[config.mk]
export PLATFORM = sky130hd
export DESIGN_NAME = uart_rx
export DESIGN_NICKNAME = d
export VERILOG_FILES = /design/src/rtl/uart_pkg.sv /design/src/rtl/uart_rx_fifo.sv /design/src/rtl/uart_rx.sv
export SDC_FILE = /design/constraint.sdc
export NUM_CORES = 1
export LEC_CHECK = 0
export BUFFER_PORTS_ARGS = -buffer_cell sky130_fd_sc_hd__buf_2
export CAP_MARGIN = 20
export CORE_AREA = 2 2 137 112
export CTS_CLUSTER_DIAMETER = 50
export DETAILED_ROUTE_END_ITERATION = 12
export DIE_AREA = 0 0 139 114
export PLACE_DENSITY = 0.75
export SLEW_MARGIN = 20
export SYNTH_ARGS = -nofsm -noshare
export SYNTH_HDL_FRONTEND = slang
export SYNTH_SLANG_ARGS = --single-unit
export TNS_END_PERCENT = 50
[constraint.sdc]
create_clock -name clk -period 2.3 [get_ports clk]
set_input_delay 0.115 -clock clk [delete_from_list [all_inputs] [get_ports clk]]
set_output_delay 0.115 -clock clk [all_outputs]
set_load 0.05 [all_outputs]
[src/rtl/uart_pkg.sv]
// uart_pkg: register map, STATUS bit positions and receiver FSM encoding
// shared by the uart_rx slice.
package uart_pkg;

  // Register select, decoded from addr[2]
  localparam logic REG_DATA   = 1'b0;
  localparam logic REG_STATUS = 1'b1;

  // STATUS register bit positions
  localparam int ST_NE   = 0;
  localparam int ST_FULL = 1;
  localparam int ST_OVR  = 2;
  localparam int ST_FERR = 3;
  localparam int ST_PERR = 4;

  // Receiver frame states
  typedef enum logic [2:0] {
    IDLE,
    START,
    DATA,
    PARITY,
    STOP,
    WAIT_HIGH
  } rx_state_t;

endpackage

[src/rtl/uart_rx_fifo.sv]
// uart_rx_fifo: synchronous byte FIFO for the receiver. Pointers carry one
// extra wrap bit so full/empty fall out of a plain compare. A pop on a full
// FIFO frees the head slot in the same cycle, so a simultaneous push is kept.
module uart_rx_fifo #(
  parameter int FIFO_DEPTH = 16
) (
  input  logic                          clk,
  input  logic                          rst_n,
  input  logic                          push,
  input  logic                          pop,
  input  logic [7:0]                    wdata,
  output logic [7:0]                    head,
  output logic [$clog2(FIFO_DEPTH):0]   count,
  output logic                          full,
  output logic                          empty,
  output logic                          overflow
);

  localparam int AW = $clog2(FIFO_DEPTH);

  logic [7:0]  mem [FIFO_DEPTH];
  logic [AW:0] wr_ptr;
  logic [AW:0] rd_ptr;
  logic        do_push;
  logic        do_pop;

  assign empty    = (wr_ptr == rd_ptr);
  assign full     = (wr_ptr[AW] != rd_ptr[AW]) && (wr_ptr[AW-1:0] == rd_ptr[AW-1:0]);
  assign count    = wr_ptr - rd_ptr;
  assign do_pop   = pop && !empty;
  assign do_push  = push && (!full || do_pop);
  assign overflow = push && !do_push;
  assign head     = mem[rd_ptr[AW-1:0]];

  // Advance read/write pointers on accepted pops and pushes
  always_ff @(posedge clk or negedge rst_n) begin
    if (!rst_n) begin
      wr_ptr <= '0;
      rd_ptr <= '0;
    end else begin
      if (do_push) wr_ptr <= wr_ptr + 1'b1;
      if (do_pop)  rd_ptr <= rd_ptr + 1'b1;
    end
  end

  // Storage needs no reset: contents are only visible behind a valid pointer
  always_ff @(posedge clk) begin
    if (do_push) mem[wr_ptr[AW-1:0]] <= wdata;
  end

endmodule

[src/rtl/uart_rx.sv]
// uart_rx: 8N1 serial receiver with a receive FIFO and DATA/STATUS registers
// on the CPU peripheral bus. Defining UART_RX_PARITY_EN switches the frame
// to 8E1 and enables the PERR sticky bit in STATUS.
module uart_rx
  import uart_pkg::*;
#(
  parameter int CLK_HZ     = 20_000_000,
  parameter int BAUD       = 115200,
  parameter int FIFO_DEPTH = 16
) (
  input  logic        clk,
  input  logic        rst_n,
  input  logic [31:0] addr,
  input  logic [31:0] din,
  input  logic        wr,
  input  logic        valid,
  output logic [31:0] dout,
  output logic        irq,
  input  logic        rxd
);

  localparam int DIV = CLK_HZ / BAUD;
  localparam int CW  = $clog2(DIV);
  localparam int AW  = $clog2(FIFO_DEPTH);
  localparam logic [CW-1:0] BIT_RELOAD  = CW'(DIV - 1);
  localparam logic [CW-1:0] HALF_RELOAD = CW'(DIV / 2 - 1);

  logic            rxd_meta;
  logic            rxd_s;
  rx_state_t       state;
  logic [CW-1:0]   cnt;
  logic [2:0]      bit_idx;
  logic [7:0]      shreg;
  logic            push_req;
  logic            ferr_pulse;
  logic            valid_q;
  logic            pop_pending;
  logic            data_rd;
  logic            status_w1c;
  logic            fifo_pop;
  logic            ovr;
  logic            ferr;
  logic [7:0]      head;
  logic [AW:0]     count;
  logic            full;
  logic            empty;
  logic            fifo_ovf;
  logic [31:0]     status;
  logic            unused_bus;
`ifdef UART_RX_PARITY_EN
  logic            perr_pulse;
  logic            par_bad;
  logic            perr;
`endif

  // Bring the asynchronous line into the clock domain; idle level is high
  always_ff @(posedge clk or negedge rst_n) begin
    if (!rst_n) begin
      rxd_meta <= 1'b1;
      rxd_s    <= 1'b1;
    end else begin
      rxd_meta <= rxd;
      rxd_s    <= rxd_meta;
    end
  end

  // Frame FSM: half a bit to the start-bit centre, then one bit period per sample
  always_ff @(posedge clk or negedge rst_n) begin
    if (!rst_n) begin
      state      <= IDLE;
      cnt        <= '0;
      bit_idx    <= '0;
      shreg      <= '0;
      push_req   <= 1'b0;
      ferr_pulse <= 1'b0;
`ifdef UART_RX_PARITY_EN
      perr_pulse <= 1'b0;
      par_bad    <= 1'b0;
`endif
    end else begin
      push_req   <= 1'b0;
      ferr_pulse <= 1'b0;
`ifdef UART_RX_PARITY_EN
      perr_pulse <= 1'b0;
`endif
      case (state)
        IDLE: begin
          if (!rxd_s) begin
            state <= START;
            cnt   <= HALF_RELOAD;
          end
        end
        START: begin
          if (cnt != '0) begin
            cnt <= cnt - 1'b1;
          end else if (rxd_s) begin
            state <= IDLE;
          end else begin
            state   <= DATA;
            cnt     <= BIT_RELOAD;
            bit_idx <= '0;
          end
        end
        DATA: begin
          if (cnt != '0) begin
            cnt <= cnt - 1'b1;
          end else begin
            shreg   <= {rxd_s, shreg[7:1]};
            cnt     <= BIT_RELOAD;
            bit_idx <= bit_idx + 1'b1;
            if (bit_idx == 3'd7) begin
`ifdef UART_RX_PARITY_EN
              state <= PARITY;
`else
              state <= STOP;
`endif
            end
          end
        end
`ifdef UART_RX_PARITY_EN
        PARITY: begin
          if (cnt != '0) begin
            cnt <= cnt - 1'b1;
          end else begin
            par_bad    <= rxd_s ^ (^shreg);
            perr_pulse <= rxd_s ^ (^shreg);
            cnt        <= BIT_RELOAD;
            state      <= STOP;
          end
        end
`endif
        STOP: begin
          if (cnt != '0) begin
            cnt <= cnt - 1'b1;
          end else if (rxd_s) begin
`ifdef UART_RX_PARITY_EN
            push_req <= !par_bad;
`else
            push_req <= 1'b1;
`endif
            state <= IDLE;
          end else begin
            ferr_pulse <= 1'b1;
            state      <= WAIT_HIGH;
          end
        end
        WAIT_HIGH: begin
          if (rxd_s) state <= IDLE;
        end
        default: state <= IDLE;
      endcase
    end
  end

  uart_rx_fifo #(
    .FIFO_DEPTH (FIFO_DEPTH)
  ) u_fifo (
    .clk      (clk),
    .rst_n    (rst_n),
    .push     (push_req),
    .pop      (fifo_pop),
    .wdata    (shreg),
    .head     (head),
    .count    (count),
    .full     (full),
    .empty    (empty),
    .overflow (fifo_ovf)
  );

  assign data_rd    = valid && !wr && (addr[2] == REG_DATA);
  assign status_w1c = valid && !valid_q && wr && (addr[2] == REG_STATUS);
  assign fifo_pop   = pop_pending && !valid;
  assign irq        = !empty;

  // A DATA read pops once, in the first cycle after the strobe drops
  always_ff @(posedge clk or negedge rst_n) begin
    if (!rst_n) begin
      valid_q     <= 1'b0;
      pop_pending <= 1'b0;
    end else begin
      valid_q <= valid;
      if (data_rd) begin
        pop_pending <= 1'b1;
      end else if (!valid) begin
        pop_pending <= 1'b0;
      end
    end
  end

  // Sticky error bits: a new error in the same cycle as a clear keeps the bit set
  always_ff @(posedge clk or negedge rst_n) begin
    if (!rst_n) begin
      ovr  <= 1'b0;
      ferr <= 1'b0;
`ifdef UART_RX_PARITY_EN
      perr <= 1'b0;
`endif
    end else begin
      ovr  <= fifo_ovf   | (ovr  & ~(status_w1c & din[ST_OVR]));
      ferr <= ferr_pulse | (ferr & ~(status_w1c & din[ST_FERR]));
`ifdef UART_RX_PARITY_EN
      perr <= perr_pulse | (perr & ~(status_w1c & din[ST_PERR]));
`endif
    end
  end

  // Read mux straight from current register state
  always_comb begin
    status          = '0;
    status[ST_NE]   = !empty;
    status[ST_FULL] = full;
    status[ST_OVR]  = ovr;
    status[ST_FERR] = ferr;
`ifdef UART_RX_PARITY_EN
    status[ST_PERR] = perr;
`else
    status[ST_PERR] = 1'b0;
`endif
    status[15:8]    = 8'(count);
    if (addr[2] == REG_DATA) begin
      dout = {23'b0, !empty, head};
    end else begin
      dout = status;
    end
  end

  // Bus bits outside the decoded register fields
`ifdef UART_RX_PARITY_EN
  assign unused_bus = ^{addr[31:3], addr[1:0], din[31:5], din[1:0]};
`else
  assign unused_bus = ^{addr[31:3], addr[1:0], din[31:5], din[ST_PERR], din[1:0]};
`endif

endmodule

==> out/metrics.yaml, run 1 <==
status:
  status: "finished with violations"
  violations: "setup timing"
timing:
  slew_headroom: 0.402
  drv_slew: 0
  fin_crit_sh: 1.02
  setup_viol: 2
  worstMarginPinSlew_ps: 897
  max_freq_mhz: 428
  grt_setup_unrepaired: "yes"
  finalClockSkew_ps: 6.89
  post-route-min-period_ps: 2340
  final_hold_viol_count: 0
  hold_ws_ps: 98.8
  layout_setup_ws_ps: -38.0
yosys:
  synth.area.mux_share: 0.123
  ys_seq_area_frac: 0.656
  synthAdderAreaFrac: 0.0230
  synth_xor_area_frac: 0.0130
  synth_top_area_share: 0.521
  synth.largest_area_cell: "edfxtp_1"
  syn-cell-area_um2: 7380
  yosys_most_used_dff: "edfxtp_1"
  synth_compound_area_frac: 0.0659
  postSynthCellCount: 463
  syn_avg_cell_area_um2: 15.9
  async_flop_share: 0.238
  synth_top_family_by_area: "multiplexers"
  yosys.cell_count.top_type: "edfxtp_1"
  synth_common_cells: "edfxtp_1, dfrtp_1, mux4_2"
  ys_ff_latch: 168
  yosysWarnings: 0
  synthSimpleGateAreaFrac: 0.0786
  synth-edff-count: 128
  yosys.cell_types.count: 62
  ys_top_cells_by_area: "edfxtp_1, dfrtp_1, mux4_2"
clocking:
  cts_max_level: 4
  cts_buffers: 17
  clk_latency_ps: 430
  numClockSinks: 168
  root_buffer: "clkbuf_16"
  path_clk_slew_ps: 60
  clk_path_buf_depth: 2
  tritoncts: "built"
power_and_ir_drop:
  power.leakage_nw: 3.51
  powerDensity_nw_per_um2: 860
  ir_drop_mv: 0.833
cells_and_area:
  nNetsFinal: 613
  postLayoutCellArea_um2: 8810
  diodes: 0
  drive_gt1_frac: 0.313
  areaGrowthSynthToFinish_pct: 19.4
floorplanning:
  die_y_um: 114
  die_x_um: 139
  start_util: 0.505
  io_pins: 102
  rows: 40
  die_area_um2: 15800
  core-area_um2: 14600
detailed_routing:
  drc_errors: 0
  route.final.wire_length_mm: 14.7
  via_per_inst: 5.74
  routedWlPerCell_um: 20.1
  drt-initial-drc-count: 372
  via_count: 4209
  drt-pass1-iter-count: 5
  ant_nets: 0
place:
  portBuffers: 21
  post-dp-hpwl_mm: 9.72
  placed_area_um2: 7910
  gp_congestion: 0.909
global_routing:
  grt_pass1_wl_mm: 23.1
  gr-total-overflow: 0
  antenna_found_initial: 0
  gr-usage-all-layers: 0.195
  grt_pass1_vias: 4182
  grt_max_degree: 41
critical_path:
  r2r_cells: 6
  cp.required_ps: 2180
  startpoint_type: "flop"
  cp.arrival_ps: 2220
  cp_max_fo: 3
  worstSetupPathType: "flop to output port"
  end_kind: "output port"
run:
  maxCapViolCount: 0
hold_path:
  min_path_cells: 3
  hp-class: "primary input to flop"
report_power, final:
part / switching [W] / total (W) / internal (W)
sequential: 0.0000516 / 0.00333 / 0.00328
clock: 0.00116 / 0.00265 / 0.00149
combinational: 0.000894 / 0.00160 / 0.000710
layout make-up:
class | count | area, µm²
Fill cell | 1029 | 5800
Sequential cell | 168 | 4850
Multi-Input combinational cell | 262 | 2440
Timing Repair Buffer | 67 | 673
Clock buffer | 17 | 425
Tap cell | 189 | 236
Clock inverter | 15 | 129
Inverter | 15 | 56.3
logic make-up after synthesis:
group | count (synthesis)
flops | 168
simple gates | 96
compound gates | 69
mux | 54
buf+inv | 51
fa+ha+maj | 13
xor+xnor | 11
other cells | 1
flip-flops by register name, summed over array words and instances (netlist names), 3 cells and up:
| register | flops |
|---|---|
| bit_idx | 3 |
| u_fifo.wr_ptr | 5 |
| cnt | 8 |
| shreg | 8 |
| u_fifo.rd_ptr | 5 |
| u_fifo.mem | 128 |
| state | 3 |
metrics by stage:
step / utilization / std cells / setup slack (ps) / total power [W] / setup TNS (ps)
after floorplan: - / 481 / -41.8 / 0.00435 / -41.8
after global placement: 0.541 / 685 / 56.4 / 0.00462 / 0
after detailed placement: 0.541 / 685 / -12.4 / 0.00465 / -114
after CTS: 0.601 / 734 / -54.2 / 0.00764 / -54.2
after global routing: 0.603 / 733 / -108 / 0.00786 / -511
final: 0.603 / 733 / -38.0 / 0.00758 / -64.4
critical path, stage by stage, from the launching register on:
cell,delay (ps)
dfrtp_2,440
buf_12,140
ha_4,150
fa_2,350
nor2b_2,150
o21ai_2,70
and3_1,190
nor3_2,120
buf_6,180
worst paths after layout:
kind	from	end	slack, ps
setup / recovery	u_fifo.rd_ptr[0]	dout[12]	-40
hold / removal	addr[2]	pop_pending	100
setup reg to reg	u_fifo.rd_ptr[0]	u_fifo.mem[13][6]	60
hold reg to reg	rxd_meta	rxd_s	360
max in group asynchronous	rst_n	u_fifo.rd_ptr[1]	1350
min in group asynchronous	rst_n	u_fifo.rd_ptr[3]	340
layer usage:
layer / vias up / wire [µm] / GRT usage
met2: 143 / 7390 / 0.324
met4: 0 / 214 / 0.0599
li1: 1906 / - / -
met1: 2134 / 6360 / 0.259
met5: - / 0 / 0
met3: 26 / 763 / 0.0474
layout by cell type, fill, tap and decap left out, drive strengths merged, types with 5 or more instances in the layout:
cell,count
nor3b,5
dfrtp,38
ha,12
xnor2,9
clkbuf,19
dlygate4sd3,6
inv,18
nor3,11
clkinv,8
and2,15
mux2i,16
edfxtp,128
a22oi,8
buf,59
o22ai,8
o21ai,10
mux4,28
nand2,15
nor2b,6
conb,19
nor2,19
mux2,10
a21oi,10
repair_timing:
item | in CTS | in global routing
setup endpoints to repair | 58 | 98
hold endpoints to repair | 43 | 0
resized for setup | 35 | 19
cloned | 1 | 0
setup buffers | 10 | 0
pin swaps | 3 | 4
hold buffers | 6 | 0
No activity file was read; power rests on OpenSTA's default activity.
==> run 2, diff against run 1 <==
--- a/config.mk
+++ b/config.mk
@@ -12,4 +12,6 @@
 export DETAILED_ROUTE_END_ITERATION = 12
 export DIE_AREA = 0 0 139 114
+export GPL_TIMING_DRIVEN = 1
+export MAX_ROUTING_LAYER = met4
 export PLACE_DENSITY = 0.75
 export SLEW_MARGIN = 20
==> constraint.sdc (replaced) <==
create_clock -name clk -period 2.3 [get_ports clk]
set_input_delay 0.115 -clock clk [delete_from_list [all_inputs] [get_ports clk]]
set_output_delay 0.115 -clock clk [all_outputs]
set_load 0.02 [all_outputs]
==> out/metrics.yaml, run 2 (synthesis results as in run 1) <==
timing:
  post-route-min-period_ps: 2370
  slew_headroom: 0.478
  grt_setup_unrepaired: "yes"
  layout_setup_ws_ps: -69.1
  final_hold_viol_count: 0
  setup_viol: 6
  finalClockSkew_ps: 10.7
  hold_ws_ps: 80.8
  worstMarginPinSlew_ps: 774
  drv_slew: 0
  max_freq_mhz: 422
  fin_crit_sh: 1.03
floorplanning:
  die_y_um: 114
  start_util: 0.505
  die_area_um2: 15800
  io_pins: 102
  rows: 40
  core-area_um2: 14600
  die_x_um: 139
cells_and_area:
  instances_no_fill: 746
  final_common_cell: "edfxtp_1"
  largest_reg_flops: 128
  diodes: 0
  drive_gt1_frac: 0.321
  n_fill_cell: 999
  areaGrowthSynthToFinish_pct: 23.0
  nNetsFinal: 626
  layout_common_cells: "edfxtp_1, dfrtp_1, buf_4, mux4_2, conb_1"
critical_path:
  startpoint_type: "flop"
  end_kind: "output port"
  rrSetupSlack_ps: 10
  cp_max_fo: 4
  worstSetupPathType: "flop to output port"
  cp_slowest_stage_delay_ps: 480
  worstPathCellList: "ha_4 > fa_2 > nor2b_2 > o21ai_1 > a21oi_1 > nor3_2 > buf_4"
  crit_slowest_cell: "dfrtp_2"
  cp.required_ps: 2180
  cp.arrival_ps: 2250
clocking:
  cts_buffers: 17
  clk_latency_ps: 430
  clk_path_buf_depth: 2
  cts_max_level: 4
  numClockSinks: 168
  tritoncts: "built"
  path_clk_slew_ps: 70
  root_buffer: "clkbuf_16"
place:
  post-dp-hpwl_mm: 9.92
  portBuffers: 21
  placed_cells: 686
  gp_congestion: 0.932
detailed_routing:
  drc_errors: 0
  routedWlPerCell_um: 21.9
  drt-initial-drc-count: 470
  ant_nets: 0
  route.final.wire_length_mm: 16.3
  via_per_inst: 5.92
  via_count: 4414
  drt-pass1-iter-count: 5
power_and_ir_drop:
  totalPowerFinal_w: 0.00803
  power.leakage_nw: 3.63
  ir_drop_mv: 0.673
  powerDensity_nw_per_um2: 884
global_routing:
  grt_util_met1: 0.268
  antenna_found_initial: 0
  grt_pass1_vias: 4389
  gr-total-overflow: 0
  grtUsageMet3: 0.0441
  gr-usage-all-layers: 0.215
  busiest_layer: "met2"
  grt_use_met2: 0.357
  grt_max_degree: 25
  grt_pass1_wl_mm: 24.8
run:
  maxCapViolCount: 0
status:
  violations: "setup timing"
  status: "finished with violations"
hold_path:
  hp-class: "primary input to flop"
-- run 2: critical path, delay by kind of cell, from the launching register on --
kind | cells | cell delay [ps]
compound gates | 2 | 360
fa+ha+maj | 2 | 550
buf+inv | 1 | 180
flops | 1 | 480
simple gates | 2 | 240
-- run 2: cell type report --
type / count / area, µm² / share of cell area
multi-input combinational: 262 / 2450 / 0.270
timing repair buffer: 80 / 913 / 0.101
clock buffer: 17 / 425 / 0.0468
inverter: 15 / 56.3 / 0.00620
sequential: 168 / 4850 / 0.534
tap: 189 / 236 / 0.0260
clock inverter: 15 / 151 / 0.0167
-- run 2: worst paths after layout --
kind                            cells past startpoint                 to             start
worst max-delay path                                7           dout[12]  u_fifo.rd_ptr[0]
max in group asynchronous                           3              rxd_s             rst_n
min in group asynchronous                           2   u_fifo.rd_ptr[4]             rst_n
worst min register to register                      0              rxd_s          rxd_meta
worst min-delay path                                3        pop_pending           addr[2]
worst max register to register                      8  u_fifo.mem[10][5]  u_fifo.rd_ptr[1]
-- run 2: report_power, final --
group	internal [W]	switching, W	leakage (nW)	total [W]
Clock	0.00160	0.00116	0.273	0.00276
Sequential	0.00327	0.0000611	2.00	0.00333
Combinational	0.000996	0.000936	1.36	0.00193
-- run 2: through the flow --
| stage | setup WS, ps | setup TNS (ps) | util | area [µm²] |
|---|---|---|---|---|
| floorplan | 50.2 | 0 | - | 7450 |
| global placement | 86.5 | 0 | 0.545 | 7960 |
| detailed placement | 30.8 | 0 | 0.545 | 7960 |
| CTS | -44.8 | -74.4 | 0.605 | 8840 |
| global route | -115 | -1890 | 0.621 | 9080 |
| finish | -69.1 | -193 | 0.621 | 9080 |
-- run 2: repair_timing --
action	4_1_cts	5_1_grt
setup buffers	8	7
gates resized for setup	17	33
gates cloned	5	2
pin swaps	2	6
hold endpoints to repair	28	0
hold buffers	6	0
endpoints found under the setup margin	25	107
-- run 2: layer usage --
layer | share of wire | wire length, µm
met1 | 0.41 | 6670
met2 | 0.50 | 8230
met3 | 0.065 | 1060
met4 | 0.021 | 350
met5 | 0 | 0
